## src/rtl/multicycle_control.sv

```systemverilog
// multicycle_control: Moore control FSM for a multicycle MIPS-style datapath
// Ports:
//   i_clk, i_rst_n     clock (rising edge), asynchronous active-low reset
//   i_instrCode[11:0]  {opcode, funct} from the instruction register
//   i_memReady         memory access completes this cycle
//   i_zero             ALU zero flag (branch qualification is done in the datapath)
//   o_pcWrite .. o_pcSrc  datapath strobes and mux selects
//   o_state            current state code
//   o_instrDone        one-cycle pulse in the FETCH cycle following a retired instruction
//   o_illegal          one-cycle pulse in DECODE for an unsupported opcode
// Build option: define MULTICYCLE_ADDI_EN to add the ADDIEX/ADDIWB path for addi.
module multicycle_control (
    input  logic        i_clk,
    input  logic        i_rst_n,
    input  logic [11:0] i_instrCode,
    input  logic        i_memReady,
    input  logic        i_zero,
    output logic        o_pcWrite,
    output logic        o_pcWriteCond,
    output logic        o_iorD,
    output logic        o_memRead,
    output logic        o_memWrite,
    output logic        o_irWrite,
    output logic        o_memToReg,
    output logic        o_regDst,
    output logic        o_regWrite,
    output logic        o_aluSrcA,
    output logic [1:0]  o_aluSrcB,
    output logic [1:0]  o_aluOp,
    output logic [1:0]  o_pcSrc,
    output logic [3:0]  o_state,
    output logic        o_instrDone,
    output logic        o_illegal
);
    typedef enum logic [3:0] {
        FETCH  = 4'd0,
        DECODE = 4'd1,
        MEMADR = 4'd2,
        MEMRD  = 4'd3,
        MEMWB  = 4'd4,
        MEMWR  = 4'd5,
        EXEC   = 4'd6,
        ALUWB  = 4'd7,
        BRANCH = 4'd8,
`ifdef MULTICYCLE_ADDI_EN
        ADDIEX = 4'd9,
        ADDIWB = 4'd10,
`endif
        JUMP   = 4'd11
    } state_t;

    localparam logic [5:0] OP_LW   = 6'b100011;
    localparam logic [5:0] OP_SW   = 6'b101011;
    localparam logic [5:0] OP_R    = 6'b000000;
    localparam logic [5:0] OP_BEQ  = 6'b000100;
    localparam logic [5:0] OP_J    = 6'b000010;
`ifdef MULTICYCLE_ADDI_EN
    localparam logic [5:0] OP_ADDI = 6'b001000;
`endif

    state_t     state, nextState;
    logic       doneReg, retire;
    logic       pcWrite, pcWriteCond, memRead, memWrite, irWrite, regWrite, illegal;
    logic [5:0] opcode;
    logic       unusedInputs;

    assign opcode       = i_instrCode[11:6];
    assign unusedInputs = ^{i_instrCode[5:0], i_zero};

    always_ff @(posedge i_clk or negedge i_rst_n) begin
        if (!i_rst_n) begin
            state   <= FETCH;
            doneReg <= 1'b0;
        end else begin
            state   <= nextState;
            doneReg <= retire;
        end
    end

    always_comb begin
        nextState   = FETCH;
        retire      = 1'b0;
        illegal     = 1'b0;
        pcWrite     = 1'b0;
        pcWriteCond = 1'b0;
        memRead     = 1'b0;
        memWrite    = 1'b0;
        irWrite     = 1'b0;
        regWrite    = 1'b0;
        o_iorD      = 1'b0;
        o_memToReg  = 1'b0;
        o_regDst    = 1'b0;
        o_aluSrcA   = 1'b0;
        o_aluSrcB   = 2'b00;
        o_aluOp     = 2'b00;
        o_pcSrc     = 2'b00;
        case (state)
            FETCH: begin
                memRead   = 1'b1;
                irWrite   = i_memReady;
                pcWrite   = i_memReady;
                o_aluSrcB = 2'b01;
                nextState = i_memReady ? DECODE : FETCH;
            end
            DECODE: begin
                o_aluSrcB = 2'b11;
                case (opcode)
                    OP_LW, OP_SW: nextState = MEMADR;
                    OP_R:         nextState = EXEC;
                    OP_BEQ:       nextState = BRANCH;
                    OP_J:         nextState = JUMP;
`ifdef MULTICYCLE_ADDI_EN
                    OP_ADDI:      nextState = ADDIEX;
`endif
                    default:      illegal   = 1'b1;
                endcase
            end
            MEMADR: begin
                o_aluSrcA = 1'b1;
                o_aluSrcB = 2'b10;
                nextState = (opcode == OP_LW) ? MEMRD : MEMWR;
            end
            MEMRD: begin
                memRead   = 1'b1;
                o_iorD    = 1'b1;
                nextState = i_memReady ? MEMWB : MEMRD;
            end
            MEMWB: begin
                regWrite   = 1'b1;
                o_memToReg = 1'b1;
                retire     = 1'b1;
            end
            MEMWR: begin
                memWrite  = 1'b1;
                o_iorD    = 1'b1;
                retire    = i_memReady;
                nextState = i_memReady ? FETCH : MEMWR;
            end
            EXEC: begin
                o_aluSrcA = 1'b1;
                o_aluOp   = 2'b10;
                nextState = ALUWB;
            end
            ALUWB: begin
                regWrite = 1'b1;
                o_regDst = 1'b1;
                retire   = 1'b1;
            end
            BRANCH: begin
                o_aluSrcA   = 1'b1;
                o_aluOp     = 2'b01;
                o_pcSrc     = 2'b01;
                pcWriteCond = 1'b1;
                retire      = 1'b1;
            end
`ifdef MULTICYCLE_ADDI_EN
            ADDIEX: begin
                o_aluSrcA = 1'b1;
                o_aluSrcB = 2'b10;
                nextState = ADDIWB;
            end
            ADDIWB: begin
                regWrite = 1'b1;
                retire   = 1'b1;
            end
`endif
            JUMP: begin
                pcWrite = 1'b1;
                o_pcSrc = 2'b10;
                retire  = 1'b1;
            end
            default: ;
        endcase
    end

    // Strobes are masked by reset directly so they drop the moment reset asserts,
    // even though FETCH itself would request a memory read.
    assign o_pcWrite     = pcWrite & i_rst_n;
    assign o_pcWriteCond = pcWriteCond & i_rst_n;
    assign o_memRead     = memRead & i_rst_n;
    assign o_memWrite    = memWrite & i_rst_n;
    assign o_irWrite     = irWrite & i_rst_n;
    assign o_regWrite    = regWrite & i_rst_n;
    assign o_illegal     = illegal & i_rst_n;
    assign o_instrDone   = doneReg;
    assign o_state       = state;
endmodule
```

## config.mk

```make
export PLATFORM = sky130hd
export DESIGN_NAME = multicycle_control
export DESIGN_NICKNAME = d
export VERILOG_FILES = /design/src/rtl/multicycle_control.sv
export SDC_FILE = /design/constraint.sdc
export NUM_CORES = 1
export LEC_CHECK = 0
export ABC_CLOCK_PERIOD_IN_PS = 1300
export BUFFER_PORTS_ARGS = -buffer_cell sky130_fd_sc_hd__buf_2
export CORE_UTILIZATION = 35
export CTS_CLUSTER_DIAMETER = 80
export CTS_CLUSTER_SIZE = 24
export DETAILED_ROUTE_END_ITERATION = 6
export GPL_TIMING_DRIVEN = 0
export HOLD_SLACK_MARGIN = 0.08
export PLACE_DENSITY = 0.73
export SLEW_MARGIN = 25
export SYNTH_ARGS = -nofsm -noshare
export SYNTH_HDL_FRONTEND = slang
export SYNTH_SLANG_ARGS = --single-unit
```

## constraint.sdc

```tcl
create_clock -name i_clk -period 1.3 [get_ports i_clk]
set_clock_uncertainty 0.1 [all_clocks]
set_input_delay 0.26 -clock i_clk [delete_from_list [all_inputs] [get_ports i_clk]]
set_output_delay 0.26 -clock i_clk [all_outputs]
set_load 0.03 [all_outputs]
```

==> flow_metrics.tcl, run 1 <==
set metrics [dict create \
    ys_seq_area_share_pct 23.4 \
    place_congestion 0.787 \
    netlist_instances 75 \
    haltStage "5_1_grt" \
    die_w_um 41.1 \
    stop_error "[ERROR DPL-0038] Utilization greater than 100%, impossible to legalize" \
    synth.largest_area_cell "dfrtp_1" \
    synth_xor_area_share_pct 3.28 \
    synthesis.area_um2 534 \
    portBuffers 30 \
    std_cell_rows 13 \
    synthAdderAreaFrac_pct 0 \
    synth_top_family_by_area "simple AND/OR/NAND/NOR gates" \
    cts_buffers 3 \
    synth_area_leaders "dfrtp_1 23%, nor2_1 9.1%, nor3_1 7.5%" \
    grt-worst-endpoint "o_aluSrcA" \
    synth_mux_area_share_pct 2.11 \
    synth-compound-area-share_pct 16.6 \
    cts_max_level 1 \
    worstEndpointType "top-level output" \
    pin_count 38 \
    syn-num-nets 91 \
    synth.avg_cell_area_um2 7.12 \
    synth.distinct_cells 30 \
    status "did not finish" \
    root_buffer "clkbuf_4" \
    cts_sinks 5 \
    grt_max_degree 11 \
    yosysWarnings 0 \
    fp.dieH_um 41.1 \
    cts_buffer_depth 2 \
    synth_simple_gate_area_share_pct 50.1 \
    synth_top_area_share_pct 23.4 \
    initial_core_util_pct 39.1 \
    dp_hpwl_mm 1.21 \
    synth_seq_cells 5 \
]
-- through the flow --
| stage | instance area (um2) | cells | TNS, ps | setup slack, ps | utilization [%] |
|---|---|---|---|---|---|
| floorplan | 719 | 75 | -4360 | -429 | - |
| CTS | 1200 | 139 | -6990 | -454 | 88.2 |
| detailed placement | 888 | 120 | -4270 | -370 | 65.0 |
| global placement | 888 | 120 | -4000 | -356 | 65.0 |
-- repair_timing --
action	in CTS
cloned	0
setup endpoints to repair	23
resized for setup	53
buffers inserted	14
pin swaps	9
hold endpoints to repair	5
hold buffers	1
-- logic make-up after synthesis --
| logic type | after synthesis |
|---|---|
| muxes | 1 |
| buffers and inverters | 5 |
| AOI/OAI and AO/OA | 14 |
| xor gates and xnor gates | 2 |
| DFF | 5 |
| and+or+nand+nor | 48 |
-- cell usage after synthesis --
library cell / number
nor2_1: 13
nor3_1: 8
nand2_1: 6
a21oi_1: 5
dfrtp_1: 5
buf_2: 4
nand2b_1: 4
nor2b_1: 3
a211oi_1: 2
nand3b_1: 2
o21ai_0: 2
or3_1: 2
xnor2_1: 2
a22oi_1: 1
a2bb2oi_1: 1
and2_1: 1
and3_1: 1
inv_1: 1
mux2_2: 1
nand3_1: 1
nand3_2: 1
nor3b_1: 1
nor4_1: 1
nor4_4: 1
o21ai_1: 1
o22a_1: 1
o2bb2ai_1: 1
or2_1: 1
or2b_1: 1
or3b_1: 1
==> inputs of run 2 (changes only) <==
==> config.mk (replaced) <==
export PLATFORM = sky130hd
export DESIGN_NAME = multicycle_control
export DESIGN_NICKNAME = d
export VERILOG_FILES = /design/src/rtl/multicycle_control.sv
export SDC_FILE = /design/constraint.sdc
export NUM_CORES = 1
export LEC_CHECK = 0
export ABC_CLOCK_PERIOD_IN_PS = 1700
export BUFFER_PORTS_ARGS = -buffer_cell sky130_fd_sc_hd__buf_2
export CORE_AREA = 2 2 63 65
export DETAILED_ROUTE_END_ITERATION = 6
export DIE_AREA = 0 0 65 67
export GPL_TIMING_DRIVEN = 0
export PLACE_DENSITY_LB_ADDON = 0.15
export SLEW_MARGIN = 25
export SYNTH_ARGS = -nofsm -noshare
export SYNTH_HDL_FRONTEND = slang
export SYNTH_SLANG_ARGS = --single-unit
==> constraint.sdc (replaced) <==
create_clock -name i_clk -period 1.7 [get_ports i_clk]
set_clock_uncertainty 0.1 [all_clocks]
set_input_delay 0.34 -clock i_clk [delete_from_list [all_inputs] [get_ports i_clk]]
set_output_delay 0.34 -clock i_clk [all_outputs]
set_load 0.03 [all_outputs]
==> run 2 against run 1 <==
  * The flow now finishes, with violations (setup timing)
  * Synthesized cell count unchanged
  * Area after synthesis did not move
==> flow_metrics.tcl, run 2 <==
set metrics [dict create \
    status "finished, violations left" \
    violations "setup timing" \
    met3_usage_pct 2.20 \
    setup_tns_ps -872 \
    crit_slowest_cell "dfrtp_2" \
    fin_nets 149 \
    detail_route.wl_per_cell_um 12.1 \
    ys_top_cells_by_count "13 x nor2_1, 8 x nor3_1, 6 x nand2_1" \
    cts_sinks 5 \
    max_freq_mhz 552 \
    rsz0062_at_grt "yes" \
    synth_top_area_share_pct 23.4 \
    layout_setup_ws_ps -113 \
    drt_iter0_markers 26 \
    switching_share_pct 34.9 \
    portBuffers 30 \
    dieArea_mm2 0.00436 \
    dp_hpwl_mm 1.46 \
    power.leakage_uw 0.000566 \
    antennaDiodeCount 0 \
    total_power_uw 689 \
    clk_pin_slew_ps 30 \
    netlist_instances 75 \
    yosysWarnings 0 \
    die_w_um 65 \
    viasPerCell 4.27 \
    ys_seq_area_share_pct 23.4 \
    cts_buffer_depth 2 \
    fp.dieH_um 67 \
    end_kind "primary output" \
    combPwrFrac_pct 49.5 \
    cp_max_fo 7 \
    maxCapViolations 0 \
    largest_reg_flops 4 \
    path_cells "buf_8 -> mux2_4 -> nor2_4 -> buf_6" \
    place_congestion 0.665 \
    clock_latency_ps 220 \
    synth_edf_count 0 \
    p_per_area_mw_per_mm2 510 \
    area_growth_pct 153 \
    pre_cts_slack_ps -96.0 \
    hold_path_class "in2reg" \
    synth_seq_cells 5 \
    worstSetupPathType "reg2out" \
    synth.largest_area_cell "dfrtp_1" \
    ant_nets 0 \
    seqPwrFrac_pct 19.3 \
    switchingPower_uw 240 \
    grt_overflow 0 \
    fin_crit_ps 1810 \
    post-route-period-util_pct 107 \
    grt_max_degree 11 \
    finalHoldViolCount 0 \
    synth.distinct_cells 30 \
    cts_buffers 3 \
    firstDrtPassIters 4 \
    antenna_found_initial 0 \
    root_buffer "clkbuf_8" \
    place_inst 153 \
    setup_viol 14 \
    cp_num_buf_inv 2 \
    slew_headroom_pct 77.0 \
    initial_core_util_pct 14.8 \
    intPower_uw 449 \
    cp_slowest_stage_delay_ps 470 \
    cts_tree "built" \
    hold_slack_ps 265 \
    tightestPinTransition_ps 343 \
    async_flop_share_pct 100 \
    crit_family "flip-flops" \
    peakVddDrop_uv 253 \
    fp.coreArea_mm2 0.00361 \
    fillers 388 \
    drive_gt1_share_pct 74.2 \
    synth.avg_cell_area_um2 7.12 \
    synth_area_leaders "dfrtp_1 23%, nor2_1 9.1%, nor3_1 7.5%" \
    use_met1_pct 14.3 \
    wl_mm 2.18 \
    std_cell_rows 22 \
    top_usage_layer "met2" \
    pin_count 38 \
    start_kind "flop" \
    synth.most_common_cell "nor2_1" \
    track_usage_pct 10.7 \
    synthesis.area_um2 534 \
    required_ps 1260 \
    final_common_cell "buf_4" \
    instances_no_fill 180 \
    use_met2_pct 17.8 \
    drt_drc_violations_left 0 \
    maxSlewViolCount 0 \
    syn-num-nets 91 \
    cts_max_level 1 \
    vias 768 \
    first_global_vias 766 \
    cp.arrival_ps 1370 \
    p_clk_share_pct 31.1 \
    grt_pass1_wl_mm 3.56 \
    layout_common_cells "21 x buf_4, 17 x buf_6, 13 x buf_2, 8 x nor2_4" \
    synth_ff_type "dfrtp_1" \
]
run 2: final timing paths:
path / endpoint / from / slack (ps) / cells after the start
worst min register to register: o_state[3] / o_state[2] / 630 / 3
worst max-delay path: o_aluSrcA / o_state[1] / -110 / 4
worst max register to register: o_state[2] / o_state[2] / 70 / 5
max in group asynchronous: o_state[3] / i_rst_n / 730 / 2
min in group asynchronous: o_instrDone / i_rst_n / 550 / 2
worst min-delay path: o_state[3] / i_instrCode[10] / 260 / 2
run 2: worst reg2reg max path: cells and delay by family, from the launching register on:
kind,cells,cell delay [ps]
buffers and inverters,1,140
and+or+nand+nor,4,920
DFF,1,400
run 2: metal layers:
metal	vias up	part of all wire [%]
li1	381	-
met1	361	45
met2	24	49
met3	2	4.7
met4	0	0.60
met5	-	0
run 2: cell families after synthesis:
logic type             Yosys count  synth area share, %
AO/OA/AOI/OAI                   14                 16.6
XOR/XNOR                         2                 3.28
buffers and inverters            5                 4.45
flip-flops                       5                 23.4
multiplexers                     1                 2.11
AND/OR/NAND/NOR                 48                 50.1
run 2: cell type report:
cell class	instances	area [um2]	area share (%)
clock buffers	4	45.0	3.33
multi-input cells	65	596	44.1
flip-flops and latches	5	130	9.63
plain buffers	4	56.3	4.17
inverters	1	11.3	0.833
well taps	48	60.1	4.44
repair buffers	53	453	33.5
run 2: through the flow:
stage / util (%) / area, um2
after floorplan: - / 651
after detailed placement: 23.9 / 861
after CTS: 34.4 / 1240
after global routing: 37.5 / 1350
final: 37.5 / 1350
after global placement: 23.9 / 861
run 2: timing repair:
action / in CTS / in global routing
hold buffers: 1 / 0
pin swaps: 6 / 11
setup endpoints to repair: 17 / 17
buffers inserted: 18 / 4
gates resized for setup: 56 / 16
endpoints found under the hold margin: 5 / 0
run 2: power groups by stage:
stage                     combinational, uW  sequential (uW)  clock [uW]
after floorplan                         142              146           0
after global placement                  216              136           0
after detailed placement                215              136           0
after CTS                               317              133         222
after global routing                    368              133         238
final                                   341              133         215
No activity file was read; power rests on OpenSTA's default activity.
